File: src/rtl/ps2_key_decoder.sv
// ps2_key_decoder
//   Turns the PS/2 set-2 byte stream from a keyboard receiver into key
//   events. It also tracks which of the 13 note keys are held and which
//   semitone is currently sounding.
//
//   Ports
//     CLOCK_50    in   system clock, rising edge
//     RST         in   asynchronous reset, active low
//     scan_code   in   [7:0] received byte, valid with scan_valid
//     scan_valid  in   one-cycle strobe per received byte
//     ev_valid    out  one-cycle strobe per completed key event
//     ev_code     out  [7:0] final, non-prefix byte of the event
//     ev_ext      out  event carried an E0 prefix
//     ev_break    out  release event (F0 prefix)
//     ev_repeat   out  typematic press of a note key that is already held
//     held_mask   out  [12:0] bit i set while note key i is held
//     note_on     out  any note key held
//     note_idx    out  [3:0] sounding semitone 0..12
//
//   state     | meaning
//   ----------+------------------------------------------------
//   IDLE      | waiting for a prefix or a make code
//   GOT_E0    | E0 seen, the next byte is extended
//   GOT_F0    | F0 seen, the next byte is a release
//   GOT_E0F0  | E0 F0 seen, the next byte is an extended release
//   SKIP_E1   | swallowing the 7 bytes that follow E1 (Pause key)

module ps2_key_decoder #(
    parameter int TIMEOUT_CYCLES = 250000
) (
    input  logic        CLOCK_50,
    input  logic        RST,
    input  logic [7:0]  scan_code,
    input  logic        scan_valid,
    output logic        ev_valid,
    output logic [7:0]  ev_code,
    output logic        ev_ext,
    output logic        ev_break,
    output logic        ev_repeat,
    output logic [12:0] held_mask,
    output logic        note_on,
    output logic [3:0]  note_idx
);

    localparam int              CNT_W    = $clog2(TIMEOUT_CYCLES + 1);
    localparam logic [CNT_W-1:0] CNT_LOAD = CNT_W'(TIMEOUT_CYCLES);

    typedef enum logic [2:0] {
        IDLE,
        GOT_E0,
        GOT_F0,
        GOT_E0F0,
        SKIP_E1
    } state_t;

    state_t      state_q, state_d, state_cur;
    logic [2:0]  skip_cnt_q, skip_cnt_d, skip_cur;
    logic [CNT_W-1:0] idle_cnt_q, idle_cnt_d;
    logic        ev_valid_q, ev_valid_d;
    logic [7:0]  ev_code_q, ev_code_d;
    logic        ev_ext_q, ev_ext_d;
    logic        ev_break_q, ev_break_d;
    logic        ev_repeat_q, ev_repeat_d;
    logic [12:0] held_mask_q, held_mask_d;
    logic        note_on_q, note_on_d;
    logic [3:0]  note_idx_q, note_idx_d;

    logic        timeout_hit;
    logic        emit, emit_ext, emit_brk;
    logic        note_hit;
    logic [3:0]  note_num;

    // {hit, semitone} for a non-extended code
    function automatic logic [4:0] note_lookup(input logic [7:0] code);
        logic [4:0] r;
        case (code)
            8'h1C:   r = {1'b1, 4'd0};
            8'h1D:   r = {1'b1, 4'd1};
            8'h1B:   r = {1'b1, 4'd2};
            8'h24:   r = {1'b1, 4'd3};
            8'h23:   r = {1'b1, 4'd4};
            8'h2B:   r = {1'b1, 4'd5};
            8'h2C:   r = {1'b1, 4'd6};
            8'h34:   r = {1'b1, 4'd7};
            8'h35:   r = {1'b1, 4'd8};
            8'h33:   r = {1'b1, 4'd9};
            8'h3C:   r = {1'b1, 4'd10};
            8'h3B:   r = {1'b1, 4'd11};
            8'h42:   r = {1'b1, 4'd12};
            default: r = 5'd0;
        endcase
        return r;
    endfunction

    function automatic logic [3:0] lowest_held(input logic [12:0] m);
        logic [3:0] r;
        r = 4'd0;
        for (int i = 12; i >= 0; i--) begin
            if (m[i]) r = 4'(i);
        end
        return r;
    endfunction

    // Receiver status bytes that never start a key sequence
    function automatic logic is_discard(input logic [7:0] code);
        return (code == 8'hAA) || (code == 8'hFA) || (code == 8'hFE) ||
               (code == 8'hEE) || (code == 8'h00) || (code == 8'hFF);
    endfunction

    always_comb begin
        // An expiring timeout acts in the same cycle, so a byte arriving
        // right then is decoded from IDLE.
        timeout_hit = (state_q != IDLE) && (idle_cnt_q == '0);
        state_cur   = timeout_hit ? IDLE : state_q;
        skip_cur    = timeout_hit ? 3'd0 : skip_cnt_q;

        state_d     = state_cur;
        skip_cnt_d  = skip_cur;
        idle_cnt_d  = (idle_cnt_q != '0) ? idle_cnt_q - CNT_W'(1) : idle_cnt_q;
        ev_valid_d  = 1'b0;
        ev_code_d   = ev_code_q;
        ev_ext_d    = ev_ext_q;
        ev_break_d  = ev_break_q;
        ev_repeat_d = ev_repeat_q;
        held_mask_d = held_mask_q;
        note_idx_d  = note_idx_q;
        emit        = 1'b0;
        emit_ext    = 1'b0;
        emit_brk    = 1'b0;
        {note_hit, note_num} = note_lookup(scan_code);

        if (scan_valid) begin
            idle_cnt_d = CNT_LOAD;
            case (state_cur)
                IDLE: begin
                    if (scan_code == 8'hE0) begin
                        state_d = GOT_E0;
                    end else if (scan_code == 8'hF0) begin
                        state_d = GOT_F0;
                    end else if (scan_code == 8'hE1) begin
                        state_d    = SKIP_E1;
                        skip_cnt_d = 3'd7;
                    end else if (!is_discard(scan_code)) begin
                        emit = 1'b1;
                    end
                end
                GOT_E0: begin
                    if (scan_code == 8'hF0) begin
                        state_d = GOT_E0F0;
                    end else if (scan_code != 8'hE0) begin
                        emit     = 1'b1;
                        emit_ext = 1'b1;
                        state_d  = IDLE;
                    end
                end
                GOT_F0: begin
                    if (scan_code != 8'hF0 && scan_code != 8'hE0) begin
                        emit     = 1'b1;
                        emit_brk = 1'b1;
                        state_d  = IDLE;
                    end
                end
                GOT_E0F0: begin
                    if (scan_code != 8'hF0 && scan_code != 8'hE0) begin
                        emit     = 1'b1;
                        emit_ext = 1'b1;
                        emit_brk = 1'b1;
                        state_d  = IDLE;
                    end
                end
                SKIP_E1: begin
                    if (skip_cur <= 3'd1) begin
                        skip_cnt_d = 3'd0;
                        state_d    = IDLE;
                    end else begin
                        skip_cnt_d = skip_cur - 3'd1;
                    end
                end
                default: begin
                    state_d    = IDLE;
                    skip_cnt_d = 3'd0;
                end
            endcase
        end

        if (emit) begin
            ev_valid_d  = 1'b1;
            ev_code_d   = scan_code;
            ev_ext_d    = emit_ext;
            ev_break_d  = emit_brk;
            ev_repeat_d = 1'b0;
            if (note_hit && !emit_ext) begin
                if (!emit_brk) begin
                    if (held_mask_q[note_num]) begin
                        ev_repeat_d = 1'b1;
                    end else begin
                        held_mask_d[note_num] = 1'b1;
                        note_idx_d            = note_num;
                    end
                end else begin
                    held_mask_d[note_num] = 1'b0;
                    // Falling back to the lowest held key only when the
                    // sounding one is let go; with nothing left the last
                    // pitch is kept and note_on drops.
                    if (note_num == note_idx_q && held_mask_d != 13'd0) begin
                        note_idx_d = lowest_held(held_mask_d);
                    end
                end
            end
        end

        note_on_d = (held_mask_d != 13'd0);
    end

    always_ff @(posedge CLOCK_50 or negedge RST) begin
        if (!RST) begin
            state_q     <= IDLE;
            skip_cnt_q  <= 3'd0;
            idle_cnt_q  <= '0;
            ev_valid_q  <= 1'b0;
            ev_code_q   <= 8'h00;
            ev_ext_q    <= 1'b0;
            ev_break_q  <= 1'b0;
            ev_repeat_q <= 1'b0;
            held_mask_q <= 13'd0;
            note_on_q   <= 1'b0;
            note_idx_q  <= 4'd0;
        end else begin
            state_q     <= state_d;
            skip_cnt_q  <= skip_cnt_d;
            idle_cnt_q  <= idle_cnt_d;
            ev_valid_q  <= ev_valid_d;
            ev_code_q   <= ev_code_d;
            ev_ext_q    <= ev_ext_d;
            ev_break_q  <= ev_break_d;
            ev_repeat_q <= ev_repeat_d;
            held_mask_q <= held_mask_d;
            note_on_q   <= note_on_d;
            note_idx_q  <= note_idx_d;
        end
    end

    assign ev_valid  = ev_valid_q;
    assign ev_code   = ev_code_q;
    assign ev_ext    = ev_ext_q;
    assign ev_break  = ev_break_q;
    assign ev_repeat = ev_repeat_q;
    assign held_mask = held_mask_q;
    assign note_on   = note_on_q;
    assign note_idx  = note_idx_q;

endmodule

File: config.mk
export PLATFORM = sky130hd
export DESIGN_NAME = ps2_key_decoder
export DESIGN_NICKNAME = d
export VERILOG_FILES = /design/src/rtl/ps2_key_decoder.sv
export SDC_FILE = /design/constraint.sdc
export NUM_CORES = 1
export LEC_CHECK = 0
export ABC_CLOCK_PERIOD_IN_PS = 3500
export BUFFER_PORTS_ARGS = -buffer_cell sky130_fd_sc_hd__buf_2
export CAP_MARGIN = 20
export CORE_MARGIN = 3
export CORE_UTILIZATION = 35
export DETAILED_ROUTE_END_ITERATION = 10
export MAX_ROUTING_LAYER = met4
export PLACE_DENSITY_LB_ADDON = 0.25
export RECOVER_POWER = 100
export SLEW_MARGIN = 20
export SYNTH_ARGS = -nofsm -noshare
export SYNTH_HDL_FRONTEND = slang
export SYNTH_SLANG_ARGS = --single-unit
File: constraint.sdc
create_clock -name CLOCK_50 -period 3.5 [get_ports CLOCK_50]
set_input_delay 0.175 -clock CLOCK_50 [delete_from_list [all_inputs] [get_ports CLOCK_50]]
set_output_delay 0.175 -clock CLOCK_50 [all_outputs]
set_load 0.005 [all_outputs]
==> metrics.md <==
| Metric | Value |
|---|---|
| Seq pwr share | `51.0%` |
| Pwr Total | `1.432 mW` |
| Fmax | `~330 MHz` |
| Die ar. | `0.01192 mm2` |
| All-Layer GR Usage | `18.42%` |
| Worst setup startpoint | `idle_cnt_q[10]$_DFFE_PN0P_` |
| EDFF count, synth | `0` |
| Worst-case clock buffer depth | `2` |
| Final GP Congestion | `0.9270` |
| Post-route minimum period | `3.045 ns` |
| CTS tree | `built` |
| Clock skew | `0.01171 ns` |
| Seq. cell area | `roughly 0.0014 mm2` |
| Layout cells sized above 1 | `13.10%` |
| Synth Register Bits | `54` |
| Yosys cell types | `77` |
| Avg Cell Area, Syn | `roughly 8.7 um2` |
| Crit. End Element | `flop` |
| First-pass GRT wire length | `16940 um` |
| XOR/XNOR Fraction of Synth Area | `3.761%` |
| Vias | `3472` |
| Die Y | `109.2 um` |
| Hpwl dp | `7538 um` |
| Hold Slack | `around 0.15 ns` |
| Switching power | `0.4287 mW` |
| H-tree depth | `2` |
| Worst Tran Pin Value | `around 1.2 ns` |
| Layout Area Growth over Synthesis | `9.839%` |
| Initial antenna violation count | `0` |
| Commonest non-fill, non-tap cell in the layout | `dfrtp_1` |
| DRT Wirelength | `10270 um` |
| Setup CP Type | `flop to flop` |
| Period Utilization, post-route | `87.00%` |
| Register area share after synthesis | `around 36%` |
| Peak supply drop | `about 0.00019 V` |
| Leak | `1.625 nW` |
| Post-Syn Area | `0.003726 mm2` |
| Crit path DAT | `3.24 ns` |
| Detailed Route Iter0 Violations | `241` |
| Synth async-reset ratio | `100.0%` |
| Worst relative slew slack | `18.69%` |
| Skew-Pair Late Insertion Delay | `about 0.31 ns` |
| # DRC | `0` |
| Synth Area in Adders | `1.343%` |
| Reg2reg setup slack | `0.46 ns` |
| Via density | `5.845` |
| Final hold vios | `0` |
| Clock power frac | `29.9%` |
| Mux contribution to synthesized area | `roughly 4.2%` |
| Pwr Density | `roughly 350 mW/mm2` |
| Layout fillers | `approximately 1.0k` |
| Total gr overflow | `0` |
| Fin Setup TNS | `0 ns` |
| Synth Area in Compound Gates | `23.54%` |
| Number of nets in the layout | `472` |
| Pin count of the biggest net entering global routing | `33` |
| Fin cells | `594` |
| Max Slew Vio Count | `0` |
| Switching part of the total power | `29.94%` |
| Diodes inserted | `0` |
| Post_cts resized | `0` |
| Placed cell area | `0.004024 mm2` |
| Pre-antenna DRT Iters | `5` |
| PortBufs | `40` |
| CP startpoint kind | `flop` |
| Root Driver | `clkbuf_8` |
| Most used DFF post-synth | `dfrtp_1` |
| Setup-failing EPs final | `0` |
| Crit path required time | `~3.7 ns` |
| Largest family of logic cells by synthesized area | `simple AND/OR/NAND/NOR gates` |
| Run status | `complete, no violations` |
| R2r endpoint | `note_idx[2]$_DFFE_PN0P_` |
| Worst r2r src | `idle_cnt_q[10]$_DFFE_PN0P_` |
| IO Count | `roughly 40` |
| Clock transition at the registers of the reported paths | `approximately 0.10 ns` |
| Initial core utilization | `36.09%` |
| Vias in the first global route | `approximately 3.3k` |
| Inst Count DP | `585` |
| Commonest non-fill, non-tap cells in the layout | `dfrtp_1 (54), nor2_1 (43), nand2_1 (42)` |
| Placeable core area | `0.01032 mm2` |
| Cts bufs inserted | `5` |
| CP Max Fanout | `7` |
| CTS sink cnt | `54` |
| Final core utilization | `roughly two fifths` |
| Comb pwr share | `19.1%` |
| Synth Warn # | `0` |
| Pre-CTS setup slack | `about 0.45 ns` |
| Internal | `1.003 mW` |
| Area share of and/or/nand/nor cells after synthesis | `26.90%` |
| Area of the multi-input gates | `about 0.0022 mm2` |
| Unrepaired setup endpoints after global routing | `false` |
| Crit path capture | `note_idx[2]$_DFFE_PN0P_` |
| Maxcap violations | `0` |
| Synthesized net count | `441` |
| Die width | `109.2 um` |
| Final WS setup | `around 0.46 ns` |
| Post-DRT Antenna Nets | `0` |
| WL/cell | `between 15 and 20 um` |
| Row count | `37` |
| HP Class | `input port to flop` |
| Cells after Synth | `426` |
| Final Cell Area | `0.004093 mm2` |
| R2r worst-path depth | `8` |
registers in the layout (all words and copies together), names as in the netlist, 3 cells and up:
signal / flops
ev_code: 8
held_mask: 13
state_q: 3
note_idx: 4
skip_cnt_q: 3
idle_cnt_q: 18
layer usage:
layer	share of wire, %	track usage (%)
met1	44	23.35
met2	48	30.57
met3	5.3	2.309
met4	2.3	6.055
met5	0	-
layout make-up:
class | count | area share (%)
Tap cell | 136 | 4.158
Timing Repair Buffer | 46 | 5.350
Clock buffer | 5 | 1.681
Clock inverter | 3 | 0.9783
Multi-Input combinational cell | 340 | 53.90
Inverter | 10 | 0.9171
Sequential cell | 54 | 33.02
synthesized netlist by cell type, types with 6 or more instances:
cell type | instances | share of area (%)
a21oi_1 | 23 | 3.1
a22oi_1 | 6 | 1.2
clkbuf_1 | 10 | 1.0
o21ai_0 | 24 | 3.2
nor3_1 | 9 | 1.2
nand2_1 | 42 | 4.2
inv_1 | 9 | 0.91
dfrtp_1 | 54 | 36
nand4_1 | 11 | 1.8
o22a_1 | 10 | 2.4
xnor2_1 | 9 | 2.1
o22ai_1 | 6 | 1.0
nor2_1 | 43 | 4.3
nand3_1 | 18 | 2.4
xor2_1 | 7 | 1.6
buf_2 | 7 | 0.94
mux2_2 | 8 | 2.4
cells by family after synthesis:
kind of cell               Yosys count
adders and majority gates            4
AOI/OAI and AO/OA                  125
buffers and inverters               32
DFF                                 54
muxes                               12
and+or+nand+nor                    183
xor gates and xnor gates            16
worst max-delay path, stage by stage, from the launching register on:
cell       delay (ns)
dfrtp_1          0.42
nor4_1           0.54
nand4_1          0.28
o21ai_2          0.35
o2111ai_1        0.20
nor2_1           0.17
and4_1           0.37
o211a_1          0.27
mux2_1           0.34
power by group through the flow:
stage	clock network, mW	logic [mW]	registers, mW
after detailed placement	0	0.281	0.743
after global placement	0	0.277	0.742
after global routing	0.466	0.314	0.742
after CTS	0.438	0.284	0.730
final	0.429	0.273	0.730
after floorplan	0	0.185	0.734
worst min path at each step:
stage	startpoint	end	cells past startpoint
floorplan	RST	ev_break$_DFFE_PN0N_	0
global placement	RST	ev_valid$_DFF_PN0_	1
detailed placement	RST	ev_code[0]$_DFFE_PN0N_	1
CTS	scan_valid	state_q[1]$_DFF_PN0_	2
global route	scan_valid	state_q[1]$_DFF_PN0_	2
finish	scan_valid	state_q[1]$_DFF_PN0_	2
repair_timing:
action	CTS	global route
hold endpoints to repair	22	0
hold buffers	1	0
setup buffers	0	0
Power figures use the tool's default switching activity.
